### config.mk
export PLATFORM = sky130hd
export DESIGN_NAME = stitch_sb_tracker
export DESIGN_NICKNAME = d
export VERILOG_FILES = /design/src/rtl/stitch_sb_pkg.sv /design/src/rtl/stitch_sb_hazard.sv /design/src/rtl/stitch_sb_tracker.sv
export SDC_FILE = /design/constraint.sdc
export NUM_CORES = 1
export LEC_CHECK = 0
export ABC_CLOCK_PERIOD_IN_PS = 4550
export CAP_MARGIN = 25
export CORE_MARGIN = 5
export CORE_UTILIZATION = 30
export DETAILED_ROUTE_END_ITERATION = 8
export GPL_TIMING_DRIVEN = 0
export PLACE_DENSITY = 0.49
export RECOVER_POWER = 100
export SLEW_MARGIN = 15
export SYNTH_ARGS = -nofsm -noshare
export SYNTH_HDL_FRONTEND = slang
export SYNTH_SLANG_ARGS = --single-unit
### constraint.sdc
create_clock -name clk_i -period 4.55 [get_ports clk_i]
set_input_delay 0.91 -clock clk_i [delete_from_list [all_inputs] [get_ports clk_i]]
set_output_delay 0.91 -clock clk_i [all_outputs]
set_load 0.05 [all_outputs]
### src/rtl/stitch_sb_pkg.sv
// Shared types and helpers for the scoreboard tracker: drain FSM states,
// the hardwired-zero register index and a one-hot test.
package stitch_sb_pkg;

    typedef enum logic [1:0] {
        SbRun   = 2'd0,
        SbDrain = 2'd1,
        SbDone  = 2'd2
    } sb_drain_e;

    localparam int unsigned SbRegZero = 0;

    // Callers zero-extend their vector, so any width up to 64 bits is supported.
    function automatic logic sb_is_onehot(input logic [63:0] vec);
        return (vec != '0) && ((vec & (vec - 64'd1)) == '0);
    endfunction

endpackage

### src/rtl/stitch_sb_hazard.sv
// RAW/WAW hazard detect: per-slot compare of tracked rd against the checked
// operands, OR-reduced over busy slots that are not masked. Purely combinational.
module stitch_sb_hazard
    import stitch_sb_pkg::*;
#(
    parameter int NumSlots     = 8,
    parameter int RegAddrWidth = 5
) (
    input  logic [NumSlots-1:0]                   busy_i,
    input  logic [NumSlots-1:0][RegAddrWidth-1:0] rd_i,
    input  logic [NumSlots-1:0]                   mask_i,
    input  logic [RegAddrWidth-1:0]               rs1_i,
    input  logic [RegAddrWidth-1:0]               rs2_i,
    input  logic [RegAddrWidth-1:0]               rd_chk_i,
    output logic                                  stall_o
);

    always_comb begin
        stall_o = 1'b0;
        for (int i = 0; i < NumSlots; i++) begin
            if (busy_i[i] && !mask_i[i] && (rd_i[i] != RegAddrWidth'(SbRegZero)) &&
                ((rd_i[i] == rs1_i) || (rd_i[i] == rs2_i) || (rd_i[i] == rd_chk_i))) begin
                stall_o = 1'b1;
            end
        end
    end

endmodule

### src/rtl/stitch_sb_tracker.sv
// Scoreboard tracker between issue and writeback; slot IDs come from and return to a one-hot pool.
// Alloc/retire handshakes are zero-latency; hazards are visible one cycle after allocation.
// STITCH_SB_BYPASS_EN masks the slot retiring this cycle out of the hazard check.
module stitch_sb_tracker
    import stitch_sb_pkg::*;
#(
    parameter int NumSlots     = 8,
    parameter int RegAddrWidth = 5
) (
    input  logic                    clk_i,
    input  logic                    rst_ni,
    input  logic                    alloc_valid_i,
    input  logic [RegAddrWidth-1:0] alloc_rd_i,
    output logic                    alloc_ready_o,
    output logic [NumSlots-1:0]     alloc_id_o,
    input  logic [NumSlots-1:0]     pool_data_i,
    input  logic                    pool_empty_i,
    output logic                    pool_pop_o,
    output logic [NumSlots-1:0]     pool_data_o,
    output logic                    pool_push_o,
    input  logic                    pool_full_i,
    input  logic                    ret_valid_i,
    input  logic [NumSlots-1:0]     ret_id_i,
    output logic                    ret_ready_o,
    input  logic [RegAddrWidth-1:0] chk_rs1_i,
    input  logic [RegAddrWidth-1:0] chk_rs2_i,
    input  logic [RegAddrWidth-1:0] chk_rd_i,
    output logic                    chk_stall_o,
    output logic [NumSlots-1:0]     busy_o,
    input  logic                    drain_req_i,
    output logic                    drain_done_o,
    output logic                    err_o
);

    logic [NumSlots-1:0]                   busy_q, busy_d;
    logic [NumSlots-1:0][RegAddrWidth-1:0] rd_q, rd_d;
    sb_drain_e                             state_q, state_d;
    logic                                  err_q, err_d;
    logic                                  alloc_fire, ret_fire, ret_legal, ret_accept;
    logic [NumSlots-1:0]                   byp_mask;

    // Handshakes are gated by reset so every output reads low while reset is held.
    assign alloc_ready_o = rst_ni && (state_q == SbRun) && !pool_empty_i;
    assign alloc_fire    = alloc_valid_i && alloc_ready_o;
    assign pool_pop_o    = alloc_fire;
    assign alloc_id_o    = rst_ni ? pool_data_i : '0;

    assign ret_ready_o = rst_ni && !pool_full_i;
    assign ret_fire    = ret_valid_i && ret_ready_o;
    assign ret_legal   = sb_is_onehot(64'(ret_id_i)) && ((busy_q & ret_id_i) != '0);
    assign ret_accept  = ret_fire && ret_legal;
    assign pool_push_o = ret_accept;
    assign pool_data_o = ret_accept ? ret_id_i : '0;

    always_comb begin
        busy_d = busy_q;
        rd_d   = rd_q;
        if (alloc_fire) begin
            busy_d = busy_d | pool_data_i;
        end
        if (ret_accept) begin
            busy_d = busy_d & ~ret_id_i;
        end
        for (int i = 0; i < NumSlots; i++) begin
            if (alloc_fire && pool_data_i[i]) begin
                rd_d[i] = alloc_rd_i;
            end
        end
    end

    assign err_d = err_q || (ret_fire && !ret_legal);

    // Skipping straight to DONE requires no allocation landing in the same cycle.
    always_comb begin
        state_d = state_q;
        case (state_q)
            SbRun: begin
                if (drain_req_i) begin
                    state_d = ((busy_q == '0) && !alloc_fire) ? SbDone : SbDrain;
                end
            end
            SbDrain: begin
                if (!drain_req_i) begin
                    state_d = SbRun;
                end else if (busy_q == '0) begin
                    state_d = SbDone;
                end
            end
            SbDone: begin
                if (!drain_req_i) begin
                    state_d = SbRun;
                end
            end
            default: state_d = SbRun;
        endcase
    end

    always_ff @(posedge clk_i) begin
        if (!rst_ni) begin
            busy_q  <= '0;
            rd_q    <= '0;
            state_q <= SbRun;
            err_q   <= 1'b0;
        end else begin
            busy_q  <= busy_d;
            rd_q    <= rd_d;
            state_q <= state_d;
            err_q   <= err_d;
        end
    end

`ifdef STITCH_SB_BYPASS_EN
    assign byp_mask = ret_accept ? ret_id_i : '0;
`else
    assign byp_mask = '0;
`endif

    stitch_sb_hazard #(
        .NumSlots     (NumSlots),
        .RegAddrWidth (RegAddrWidth)
    ) u_hazard (
        .busy_i   (busy_q),
        .rd_i     (rd_q),
        .mask_i   (byp_mask),
        .rs1_i    (chk_rs1_i),
        .rs2_i    (chk_rs2_i),
        .rd_chk_i (chk_rd_i),
        .stall_o  (chk_stall_o)
    );

    assign busy_o       = busy_q;
    assign drain_done_o = (state_q == SbDone);
    assign err_o        = err_q;

endmodule
==> impl_metrics.env <==
export IMPL_outcome="completed"
export IMPL_grt_pass1_wl_um=20090
export IMPL_postSynthAreaPerCell_um2=7.715
export IMPL_synth_seq_cells=51
export IMPL_cts_root_buf="clkbuf_16"
export IMPL_multiInputGateArea_um2=2490
export IMPL_finalWirelength_um=12910
export IMPL_min_path_type="register to register"
export IMPL_rsz0062_at_grt="false"
export IMPL_vdd_drop_max_v=0.0001785
export IMPL_seq_area_um2=1021
export IMPL_die_w_um=120.5
export IMPL_worst_setup_path_end_kind="output pin"
export IMPL_synthArstFlopShare_pct=0
export IMPL_n_antenna_cell=0
export IMPL_yosysWarnings=0
export IMPL_hold_end="err_o"
export IMPL_finalSetupViolCount=0
export IMPL_rows=40
export IMPL_clock_power_share_pct=38.2
export IMPL_whs_ns=0.4764
export IMPL_finalPower_mw=1.168
export IMPL_fp_dieH_um=120.5
export IMPL_worst_setup_path_start_kind="input pin"
export IMPL_grt_pass1_vias=3417
export IMPL_antenna_left=0
export IMPL_fin_util_pct=37.55
export IMPL_dieArea_um2=14530
export IMPL_timing_hold_violations_final=0
export IMPL_grt_usage_pct=17.90
export IMPL_drc=0
export IMPL_numPortBuffers=53
export IMPL_clk_pin_slew_worst_paths_ns=0.07
export IMPL_slew_limit_headroom_pct=42.30
export IMPL_cp_slowest_cell="dlygate4sd3_1"
export IMPL_drv_cap=0
export IMPL_place_congestion=0.8012
export IMPL_placed_cells=675
export IMPL_cts_buffers=5
export IMPL_swShare_pct=29.09
export IMPL_drt_iter0_drc=212
export IMPL_intPower_mw=0.8286
export IMPL_synth_edff_count=0
export IMPL_nFillCells=1267
export IMPL_ys_types=35
export IMPL_crit_path_cell_trace="dlygate4sd3_1 -> clkbuf_1 -> clkbuf_2 -> and2_1 -> dlygate4sd3_1"
export IMPL_insertion_delay_ns=0.29
export IMPL_r2r_end="busy_o[4]"
export IMPL_layout_cells_non_filler=683
export IMPL_cts_buffer_depth=2
export IMPL_tightest_slew_ns=0.8655
export IMPL_worstPathMaxFanout=10
export IMPL_rrSetupSlack_ns=2.62
export IMPL_p_leak_nw=1.789
export IMPL_num_vias=3462
export IMPL_layout_drive_gt1_share_pct=4.291
export IMPL_max_stage_delay_ns=0.87
export IMPL_critical_path_class="input pin to output pin"
export IMPL_tns_ns=0
export IMPL_fin_ws_ns=0.2214
export IMPL_dp_slack_ns=-0.3195
export IMPL_switchingPower_mw=0.3399
export IMPL_pwr_share_seq_pct=40.9
export IMPL_ctsHoldBuffers=0
export IMPL_combinationalPowerShare_pct=20.9
export IMPL_syn_to_final_growth_pct=23.08
export IMPL_mostFrequentLayoutCells="90 x nand2_1, 72 x xor2_1, 51 x dfxtp_1, 48 x xnor2_1, 40 x a21boi_0"
export IMPL_finalInstanceArea_um2=4511
export IMPL_htreeDepth=2
export IMPL_holdCritStartpoint="err_o"
export IMPL_post_dp_cell_area_um2=4379
export IMPL_initial_core_util_pct=30.51
export IMPL_min_path_cells=1
export IMPL_critPathMostFrequentCell="dlygate4sd3_1"
export IMPL_powerDensity_nw_per_um2=259.1
export IMPL_synthDominantCellAreaShare_pct=27.86
export IMPL_layout_commonest_cell="nand2_1"
export IMPL_postSynthCellCount=475
export IMPL_finClkSkew_ns=0.005436
export IMPL_antenna_found_initial=0
export IMPL_drt_pass1_iterations=4
export IMPL_crit_arrival_ns=3.42
export IMPL_io_pins=74
export IMPL_ys_flop_type="dfxtp_1"
export IMPL_synth_area_um2=3665
export IMPL_synth_largest_area_cell="dfxtp_1"
export IMPL_hpwlAfterDp_um=9099
export IMPL_seq_area_frac_synth_pct=27.86
export IMPL_syn_nets=518
export IMPL_cp_required_ns=3.64
export IMPL_final_max_slew_viol_count=0
export IMPL_grt_max_degree=16
export IMPL_detail_route_vias_per_cell=5.069
export IMPL_clkSinkCount=51
export IMPL_nets=578
export IMPL_wire_per_inst_um=18.90
export IMPL_reg2reg_from="state_q[1]"
export IMPL_fin_crit_sh_pct=95.14
export IMPL_cts_tree="yes"
export IMPL_max_freq_mhz=231.0
export IMPL_fin_crit_ns=4.329
export IMPL_core_area_um2=12010
export IMPL_grt_overflow_total=0
export IMPL_synth_area_leaders="dfxtp_1 28%, xor2_1 17%, xnor2_1 11%"
export IMPL_reg2reg_depth=7
routing by layer:
metal	wire (um)	GRT usage, %	vias to the layer above
li1	-	-	1708
met1	6084	25.99	1628
met2	5877	27.35	119
met3	846	2.993	7
met4	102	4.816	0
met5	0	0	-
worst max path at each step:
stage	start	to	slack, ns	depth (start not counted)
floorplan	pool_empty_i	pool_pop_o	0.44	3
global placement	ret_id_i[1]	pool_data_o[6]	-0.25	10
detailed placement	ret_id_i[0]	pool_data_o[6]	-0.32	10
CTS	ret_id_i[0]	pool_push_o	0.08	9
global route	ret_id_i[0]	pool_data_o[6]	0.03	10
finish	rst_ni	alloc_id_o[2]	0.22	5
Yosys cell counts (all sizes together), types with 6 or more instances:
cell	n
nand3	25
a21oi	8
or4	9
dfxtp	51
o21ai	18
nand2	90
inv	8
a31oi	9
nor3	24
a21boi	40
xnor2	48
buf	6
and2	17
xor2	72
clkbuf	23
layout make-up:
class                   instances  area share [%]
multi-input cells             387           55.20
clock buffers                   6           3.079
plain buffers                  29           2.802
repair buffers                 53           10.76
inverters                       8          0.6657
well taps                     147           4.078
flip-flops and latches         51           22.64
clock inverters                 2          0.7767
critical path, delay by kind of cell:
family        cells  cell delay [ns]
simple gates      1             0.18
buf+inv           4             2.32
sequential cells by signal (all words and copies together), names as in the netlist:
register  cells
busy_o        8
err_o         1
rd_q         40
state_q       2
power groups by stage:
stage	combinational, mW	clock [mW]	sequential (mW)
finish	0.244	0.446	0.478
detailed placement	0.247	0	0.489
floorplan	0.150	0	0.493
global route	0.264	0.473	0.480
CTS	0.249	0.451	0.478
global placement	0.244	0	0.488
cells by family (layout without fill, tap and decap cells):
logic type | count (synthesis) | after routing | synth area share (%)
AO/OA/AOI/OAI | 82 | 82 | 14.85
adder cells (fa/ha/maj) | 1 | 1 | 0.2731
XOR/XNOR | 120 | 120 | 28.68
buffers and inverters | 37 | 98 | 4.233
AND/OR/NAND/NOR | 184 | 184 | 24.10
flip-flops | 51 | 51 | 27.86
timing repair:
item / CTS / global route
endpoints found under the hold margin: 0 / 0
resized for setup: 12 / 19
setup buffers: 0 / 0
endpoints found under the setup margin: 14 / 9
Note: power is estimated with default switching activity, not from simulation.
